<file path="src/rtl/cnt_period_monitor.sv">
// -----------------------------------------------------------------------------
// cnt_period_monitor
//
// Watches the sample stream of a free-running counter and its divisible-by-3
// flag. A count period is closed when the counter value decreases (wrap). For
// every closed period one statistics record {len, hits, max} is queued in a
// small show-ahead FIFO. A valid/ready handshake drains the FIFO. The upstream
// side is never stalled. A record that finds the FIFO full is dropped, and the
// drop is reported through overflow/drop_cnt.
//
// Ports
//   clk       : clock, all logic on the rising edge
//   rst       : synchronous, active-high reset
//   in_valid  : sample strobe; in_cnt/in_hit are sampled when high
//   in_cnt    : counter value from upstream
//   in_hit    : upstream flag, in_cnt divisible by 3
//   clr       : synchronous clear of overflow and drop_cnt
//   m_valid   : record available at the FIFO head
//   m_ready   : downstream accepts the head record
//   m_len     : samples in the completed period
//   m_hits    : samples with in_hit=1 in the completed period
//   m_max     : largest in_cnt seen in the completed period
//   overflow  : sticky, at least one record was dropped
//   drop_cnt  : number of dropped records, saturating
// -----------------------------------------------------------------------------
module cnt_period_monitor #(
    parameter int CNT_W      = 16,
    parameter int ACC_W      = 16,
    parameter int FIFO_DEPTH = 4,
    parameter int DROP_W     = 8
) (
    input  logic              clk,
    input  logic              rst,
    input  logic              in_valid,
    input  logic [CNT_W-1:0]  in_cnt,
    input  logic              in_hit,
    input  logic              clr,
    output logic              m_valid,
    input  logic              m_ready,
    output logic [ACC_W-1:0]  m_len,
    output logic [ACC_W-1:0]  m_hits,
    output logic [CNT_W-1:0]  m_max,
    output logic              overflow,
    output logic [DROP_W-1:0] drop_cnt
);

    localparam int PTR_W  = (FIFO_DEPTH > 1) ? $clog2(FIFO_DEPTH) : 1;
    localparam int FILL_W = PTR_W + 1;
    localparam int REC_W  = 2 * ACC_W + CNT_W;
    localparam logic [FILL_W-1:0] DEPTH_C = FILL_W'(FIFO_DEPTH);

    typedef enum logic [0:0] {
        ST_IDLE  = 1'b0,
        ST_ACCUM = 1'b1
    } state_t;

    // Increment by 'inc' (0 or 1), sticking at all-ones instead of wrapping.
    function automatic logic [ACC_W-1:0] sat_inc(input logic [ACC_W-1:0] acc,
                                                 input logic             inc);
        logic [ACC_W-1:0] res;
        if (inc && (acc != {ACC_W{1'b1}})) begin
            res = acc + ACC_W'(1);
        end else begin
            res = acc;
        end
        return res;
    endfunction

    state_t             state_r;
    state_t             state_nxt_s;

    logic [ACC_W-1:0]   len_r;
    logic [ACC_W-1:0]   hits_r;
    logic [CNT_W-1:0]   max_r;
    logic [CNT_W-1:0]   last_r;

    logic               start_s;
    logic               accum_s;
    logic               wrap_s;

    logic [REC_W-1:0]   mem_r [FIFO_DEPTH];
    logic [PTR_W-1:0]   wr_ptr_r;
    logic [PTR_W-1:0]   rd_ptr_r;
    logic [FILL_W-1:0]  fill_r;
    logic [PTR_W-1:0]   wr_ptr_nxt_s;
    logic [PTR_W-1:0]   rd_ptr_nxt_s;
    logic [FILL_W-1:0]  fill_nxt_s;

    logic [REC_W-1:0]   rec_s;
    logic [REC_W-1:0]   head_nxt_s;
    logic               push_s;
    logic               pop_s;
    logic               full_s;
    logic               accept_s;
    logic               drop_s;

    logic               m_valid_r;
    logic [ACC_W-1:0]   m_len_r;
    logic [ACC_W-1:0]   m_hits_r;
    logic [CNT_W-1:0]   m_max_r;
    logic               overflow_r;
    logic [DROP_W-1:0]  drop_cnt_r;

    // FSM state register.
    always_ff @(posedge clk) begin
        if (rst) begin
            state_r <= ST_IDLE;
        end else begin
            state_r <= state_nxt_s;
        end
    end

    // FSM next state: leave IDLE on the first sample, then stay in ACCUM.
    always_comb begin
        state_nxt_s = state_r;
        case (state_r)
            ST_IDLE: begin
                if (in_valid) begin
                    state_nxt_s = ST_ACCUM;
                end else begin
                    state_nxt_s = ST_IDLE;
                end
            end
            ST_ACCUM: begin
                state_nxt_s = ST_ACCUM;
            end
            default: begin
                state_nxt_s = ST_IDLE;
            end
        endcase
    end

    // Sample classification. A wrap closes the current period and also opens
    // a new one, so the wrapping sample goes into the new period.
    always_comb begin
        wrap_s  = 1'b0;
        accum_s = 1'b0;
        if (in_valid && (state_r == ST_ACCUM)) begin
            wrap_s  = (in_cnt < last_r);
            accum_s = (in_cnt >= last_r);
        end else begin
            wrap_s  = 1'b0;
            accum_s = 1'b0;
        end
        start_s = in_valid && ((state_r == ST_IDLE) || wrap_s);
        rec_s   = {len_r, hits_r, max_r};
    end

    // Per-period accumulators and the previous counter value.
    always_ff @(posedge clk) begin
        if (rst) begin
            len_r  <= {ACC_W{1'b0}};
            hits_r <= {ACC_W{1'b0}};
            max_r  <= {CNT_W{1'b0}};
            last_r <= {CNT_W{1'b0}};
        end else if (start_s) begin
            len_r  <= ACC_W'(1);
            hits_r <= {{(ACC_W-1){1'b0}}, in_hit};
            max_r  <= in_cnt;
            last_r <= in_cnt;
        end else if (accum_s) begin
            len_r  <= sat_inc(len_r, 1'b1);
            hits_r <= sat_inc(hits_r, in_hit);
            max_r  <= (in_cnt > max_r) ? in_cnt : max_r;
            last_r <= in_cnt;
        end else begin
            len_r  <= len_r;
            hits_r <= hits_r;
            max_r  <= max_r;
            last_r <= last_r;
        end
    end

    // FIFO control. A push into a full FIFO is still accepted when the head
    // is popped in the same cycle.
    always_comb begin
        push_s       = wrap_s;
        pop_s        = m_valid_r && m_ready;
        full_s       = (fill_r == DEPTH_C);
        accept_s     = push_s && (!full_s || pop_s);
        drop_s       = push_s && full_s && !pop_s;
        wr_ptr_nxt_s = accept_s ? (wr_ptr_r + PTR_W'(1)) : wr_ptr_r;
        rd_ptr_nxt_s = pop_s ? (rd_ptr_r + PTR_W'(1)) : rd_ptr_r;
        case ({accept_s, pop_s})
            2'b10:   fill_nxt_s = fill_r + FILL_W'(1);
            2'b01:   fill_nxt_s = fill_r - FILL_W'(1);
            default: fill_nxt_s = fill_r;
        endcase
        // The next head is the record being written when the FIFO is about
        // to hold only that record, otherwise it is already in storage.
        // An empty FIFO keeps showing the last head.
        if (fill_nxt_s == {FILL_W{1'b0}}) begin
            head_nxt_s = {m_len_r, m_hits_r, m_max_r};
        end else if (accept_s && (wr_ptr_r == rd_ptr_nxt_s)) begin
            head_nxt_s = rec_s;
        end else begin
            head_nxt_s = mem_r[rd_ptr_nxt_s];
        end
    end

    // FIFO storage, pointers, fill level and registered head outputs.
    always_ff @(posedge clk) begin
        if (rst) begin
            for (int i = 0; i < FIFO_DEPTH; i++) begin
                mem_r[i] <= {REC_W{1'b0}};
            end
            wr_ptr_r  <= {PTR_W{1'b0}};
            rd_ptr_r  <= {PTR_W{1'b0}};
            fill_r    <= {FILL_W{1'b0}};
            m_valid_r <= 1'b0;
            m_len_r   <= {ACC_W{1'b0}};
            m_hits_r  <= {ACC_W{1'b0}};
            m_max_r   <= {CNT_W{1'b0}};
        end else begin
            if (accept_s) begin
                mem_r[wr_ptr_r] <= rec_s;
            end else begin
                mem_r[wr_ptr_r] <= mem_r[wr_ptr_r];
            end
            wr_ptr_r  <= wr_ptr_nxt_s;
            rd_ptr_r  <= rd_ptr_nxt_s;
            fill_r    <= fill_nxt_s;
            m_valid_r <= (fill_nxt_s != {FILL_W{1'b0}});
            {m_len_r, m_hits_r, m_max_r} <= head_nxt_s;
        end
    end

    // Overflow flag and drop counter. clr takes priority over a drop.
    always_ff @(posedge clk) begin
        if (rst) begin
            overflow_r <= 1'b0;
            drop_cnt_r <= {DROP_W{1'b0}};
        end else if (clr) begin
            overflow_r <= 1'b0;
            drop_cnt_r <= {DROP_W{1'b0}};
        end else if (drop_s) begin
            overflow_r <= 1'b1;
            drop_cnt_r <= (drop_cnt_r == {DROP_W{1'b1}}) ? drop_cnt_r
                                                          : (drop_cnt_r + DROP_W'(1));
        end else begin
            overflow_r <= overflow_r;
            drop_cnt_r <= drop_cnt_r;
        end
    end

    assign m_valid  = m_valid_r;
    assign m_len    = m_len_r;
    assign m_hits   = m_hits_r;
    assign m_max    = m_max_r;
    assign overflow = overflow_r;
    assign drop_cnt = drop_cnt_r;

endmodule
</file>
<file path="config.mk">
export PLATFORM = sky130hd
export DESIGN_NAME = cnt_period_monitor
export DESIGN_NICKNAME = d
export VERILOG_FILES = /design/src/rtl/cnt_period_monitor.sv
export SDC_FILE = /design/constraint.sdc
export NUM_CORES = 1
export LEC_CHECK = 0
export ABC_AREA = 1
export CORE_MARGIN = 2
export CORE_UTILIZATION = 40
export CTS_BUF_LIST = sky130_fd_sc_hd__clkbuf_8 sky130_fd_sc_hd__clkbuf_16
export DETAILED_ROUTE_END_ITERATION = 12
export GPL_ROUTABILITY_DRIVEN = 0
export GPL_TIMING_DRIVEN = 0
export HOLD_SLACK_MARGIN = 0.06
export PLACE_DENSITY = 0.65
export SYNTH_ARGS = -nofsm -noshare
export SYNTH_HDL_FRONTEND = slang
export SYNTH_SLANG_ARGS = --single-unit
</file>
<file path="constraint.sdc">
create_clock -name clk -period 8.25 [get_ports clk]
set_input_delay 1.65 -clock clk [delete_from_list [all_inputs] [get_ports clk]]
set_output_delay 1.65 -clock clk [all_outputs]
set_load 0.01 [all_outputs]
</file>
Yosys cells after proc, flatten, opt, wreduce, memory -nomap -nowiden
Memories as Yosys holds them, arrays and structs flattened. A register that Yosys moved wholly into a read port is not among the register bits. Cells that the tools add are included.

$add $sub $neg: 7. Magnitude comparators: 3. Equality and inequality tests: 7. Muxes and demuxes: 29. Bitwise logic cells: 3. Reduce and logical (&&, ||, !) cells: 28.

Operators with widths (count): two-way mux 48 bit (2); two-way mux 16 bit (5); OR reduction 48 bit (1); adder 16 x 1 -> 16 bit (second input constant) (2); != test 16 bit (second input constant) (2); two-way mux 1 bit (18); greater-or-equal comparator 16 bit (1); > comparator 16 bit (1); less-than comparator 16 bit (1); AND reduction 2 bit (7); adder 8 x 1 -> 8 bit (second input constant) (1); == test 8 bit (second input constant) (1); nonzero test 2 bit (4); logical AND 1 bit (7); case mux 3 bit (2 select lines) (1); adder 2 x 1 -> 2 bit (second input constant) (2); two-way mux 2 bit (2); OR reduction 2 bit (2); adder 3 x 1 -> 3 bit (second input constant) (1); == test 3 bit (second input constant) (1); logical NOT 1 bit (3); logical NOT 3 bit (1); nonzero test 3 bit (1); subtractor 3 x 1 -> 3 bit (second input constant) (1); other kinds (7) (9).

Register bits after elaboration: 82. RAM bits: 192. Input port bits: 22. Output and inout port bits: 58. Word-level logic and storage cells: 91. Memories: 1.

Memories: mem_r (words 4, width 48, rd ports 1, clocked after Yosys merged registers in 1, wr ports 4, RTL line 81) `logic [REC_W-1:0] mem_r [FIFO_DEPTH];`.

Longest topological paths before layout
Depth in word-level cells: 11. Depth in mapped cells: 25. Depth with buffers taken out: 24.

Least setup slack after synthesis
No wires, ideal clock.

Kind: input to register. Start: input port in_cnt[15]. End: memory mem_r[2][0] (netlist bit), enable pin. Setup time: 0.520 ns. Arrival time: 5.912 ns. Data required time: 7.730 ns. Path slack: 1.818 ns. Cell stages on the path: 6. Buffers on the path: 0. Cell sequence: ha_1 -> a21oi_1 -> o21ai_1 -> nor2_4 -> nand4_4 -> o21ai_0.

RTL lines: start, declared (RTL line 35) `input logic [CNT_W-1:0] in_cnt,`; end, declared (RTL line 81).

==> results.cfg <==
[pwr]
vdd_drop_max_v = 0.000161
switchingPower_mw = 1.66
switching_share_pct = 32.5
p_int_mw = 3.45
p_total_mw = 5.11
clock_power_share_pct = 30.9
pwr-share-seq_pct = 38.5
total_leakage_power_nw = 6.68
p_comb_share_pct = 30.6
power-per-cell-area_mw_per_mm2 = 281

[min_path]
hp-class = reg -> reg
hold_path_depth = 2

[global_route]
grt_util_all_layers_pct = 21.7
antenna_found_initial = 1
grt_pass1_vias = 12900
grt_max_degree = 35
grt.overflow.total = 0
grt_pass1_wl_mm = 69.9

[floorplanning]
io_pins = 80
core_mm2 = 0.0384
num_rows = 72
die_y_um = 201
die_w_um = 201
die-area_mm2 = 0.0403
start_util_pct = 40.3

[worst_setup_path]
critPathArrivalTime_ns = 5.26
crit_required_ns = 8.50
r2r-start = last_r[15]
crit_path_end = mem_r[0][32]
endpoint_kind = flop
r2r-end = mem_r[0][32]
path_class = in -> reg
cp_max_fo = 26
critPathBufInv = 5
critPathLaunchType = input pin
cp_cell_sequence = clkdlybuf4s50_1, ha_1, nand4_1, nor2_1, nand2_2, nand4_4, nor2_4, nand2_1, inv_1, nand2_1, buf_2, buf_1, nand2_2, buf_12
r2r_cells = 14
reg2reg_slack_ns = 4.56
cpMaxStageDelayCell = nand2_2
max_stage_delay_ns = 0.51
startpoint = in_cnt[15]
cp_top_family = buffers and inverters
path_depth = 14

[clock_tree]
hold_buffers = 0
clock_latency_ns = 0.52
post-cts-setup-buffer-count = 0
cts-root-buf = clkbuf_16
htree_levels = 2
cts.repair.resized = 0
clock_path_buffers = 3
cts_tree = built
cts_made_buffers = 37
clkSlewWorstSetupHoldPaths_ns = 0.06
clock_sinks = 322

[finish]
antennaDiodeCount = 0
fin_cells = 2442
area_growth_pct = 17.8
final_common_cell = nor2_1
drive_gt1_share_pct = 8.63
final_nets = 1953
fillerInstances = 3783
final_area_mm2 = 0.0182
final_core_util_pct = 47.5
final_cell_mix = 330 x nor2_1, 287 x nand2_1, 192 x edfxtp_1

[synthesis]
synth_flop_cell = edfxtp_1
seq_area_frac_synth_pct = 54.1
synth_edf_count = 192
yosys_warnings = 0
synth_seq_cells = 322
synth_top_area_cell = edfxtp_1
synth_cell_types = 43
synthCells = 1773
synth-async-reset-ratio_pct = 0
synth_nets = 1831
syn_area_mm2 = 0.0155
avgSynthCellArea_um2 = 8.73
netlist.area_leader.share_pct = 37.3
yosys-top-cells-area = edfxtp_1 37%, dfxtp_1 17%, nor2_1 8.0%

[timing]
finalCritPeriodShare_pct = 60.8
rsz0062_at_grt = false
setup-tns-final_ns = 0
whs_ns = 0.456
hold_viol = 0
timing.final.ws_setup_ns = 3.23
post-route-min-period_ns = 5.02
max_slew.worst_pin.slew_ns = 0.814
clock.fmax_mhz = 199
setup_viol = 0
fin_skew_ns = 0.0209
maxSlewViolCount = 0
max-slew-margin-rel_pct = 45.8

[placed_design]
post_dp_cell_area_mm2 = 0.0171
dpl.hpwl_mm = 30.2
post-place-ws_ns = 2.72
dp_cells = 2374
io_buffers = 77

[detailed_routing]
wl_per_cell_um = 18.1
wl_mm = 44.1
drtPass1Iterations = 5
drc = 0
maxUsedRoutingLayer = met4
drt-met1-wl_mm = 18.7
dr_total_vias = 13100
wl_met3_mm = 3.55
ant_nets = 0
wl_met2_mm = 20.4
viasPerCell = 5.37
dr.first_iter.drc_count = 1171

[flow_run]
cap_violations = 0

[run_status]
status = completed
==> routing by layer <==
layer  global-route usage, %  up-vias
met3                    3.67       99
met2                    35.3      562
met4                    8.94        0
met1                    28.8     6192
li1                        -     6264
met5                       0        -
==> flip-flops by register name, indices dropped and copies added (netlist names), 3 cells and up <==
signal / cells
m_len: 16
len_r: 16
drop_cnt: 8
fill_r: 3
m_hits: 16
last_r: 16
hits_r: 16
m_max: 16
mem_r: 192
max_r: 16
==> worst reg2reg max path, cell delays in order (launching register included) <==
cell and delay, ns:
dfxtp_1 0.31, inv_1 0.05, ha_1 0.30, nand4_1 0.14, nor2_1 0.24, nand2_2 0.14
nand4_4 0.15, nor2_4 0.06, nand2_1 0.14, inv_1 0.07, nand2_1 0.17, buf_2 0.29
buf_1 0.47, nand2_2 0.52, buf_12 0.35
==> cell families after synthesis <==
group | count (synthesis) | share of synthesized area, %
buffers and inverters | 225 | 6.28
and+or+nand+nor | 899 | 26.1
DFF | 322 | 54.1
adders and majority gates | 36 | 2.96
xor gates and xnor gates | 22 | 1.29
AOI/OAI and AO/OA | 269 | 9.26
==> cells in the mapped netlist (45+ instances only) <==
master    instances
o22ai_1          48
nor2_1          330
nand3_1          45
inv_1           101
nand2_1         289
nand3b_1         48
a21oi_1          82
clkbuf_1         68
o21ai_0         108
edfxtp_1        192
nor3_1           62
dfxtp_1         130
nand4_1          59
==> worst min-delay path by stage <==
stage                           from          to  slack [ns]
after floorplan           last_r[10]  last_r[10]        0.43
after global placement      overflow    overflow        0.44
after detailed placement   last_r[9]   last_r[9]        0.45
after CTS                  last_r[9]   last_r[9]        0.46
after global routing       last_r[3]   last_r[3]        0.47
final                      last_r[9]   last_r[9]        0.46
==> power by group through the flow <==
stage | clock, mW | sequential (mW) | combinational, mW
finish | 1.58 | 1.97 | 1.56
global route | 1.67 | 1.99 | 1.72
CTS | 1.60 | 1.97 | 1.57
detailed placement | 0 | 2.00 | 1.56
global placement | 0 | 2.01 | 1.53
floorplan | 0 | 2.04 | 0.913
==> area by class of cell <==
cell class                      count  area (µm²)  area share [%]
Buffer                            115         559            3.07
Clock buffer                       43        1040            5.72
Timing Repair Buffer               83         913            5.01
Tap cell                          518         648            3.56
Clock inverter                     25         135           0.741
Sequential cell                   322        8370            45.9
Inverter                          110         413            2.27
Multi-Input combinational cell   1226        6150            33.7
Note: power is estimated with default switching activity, not from simulation.
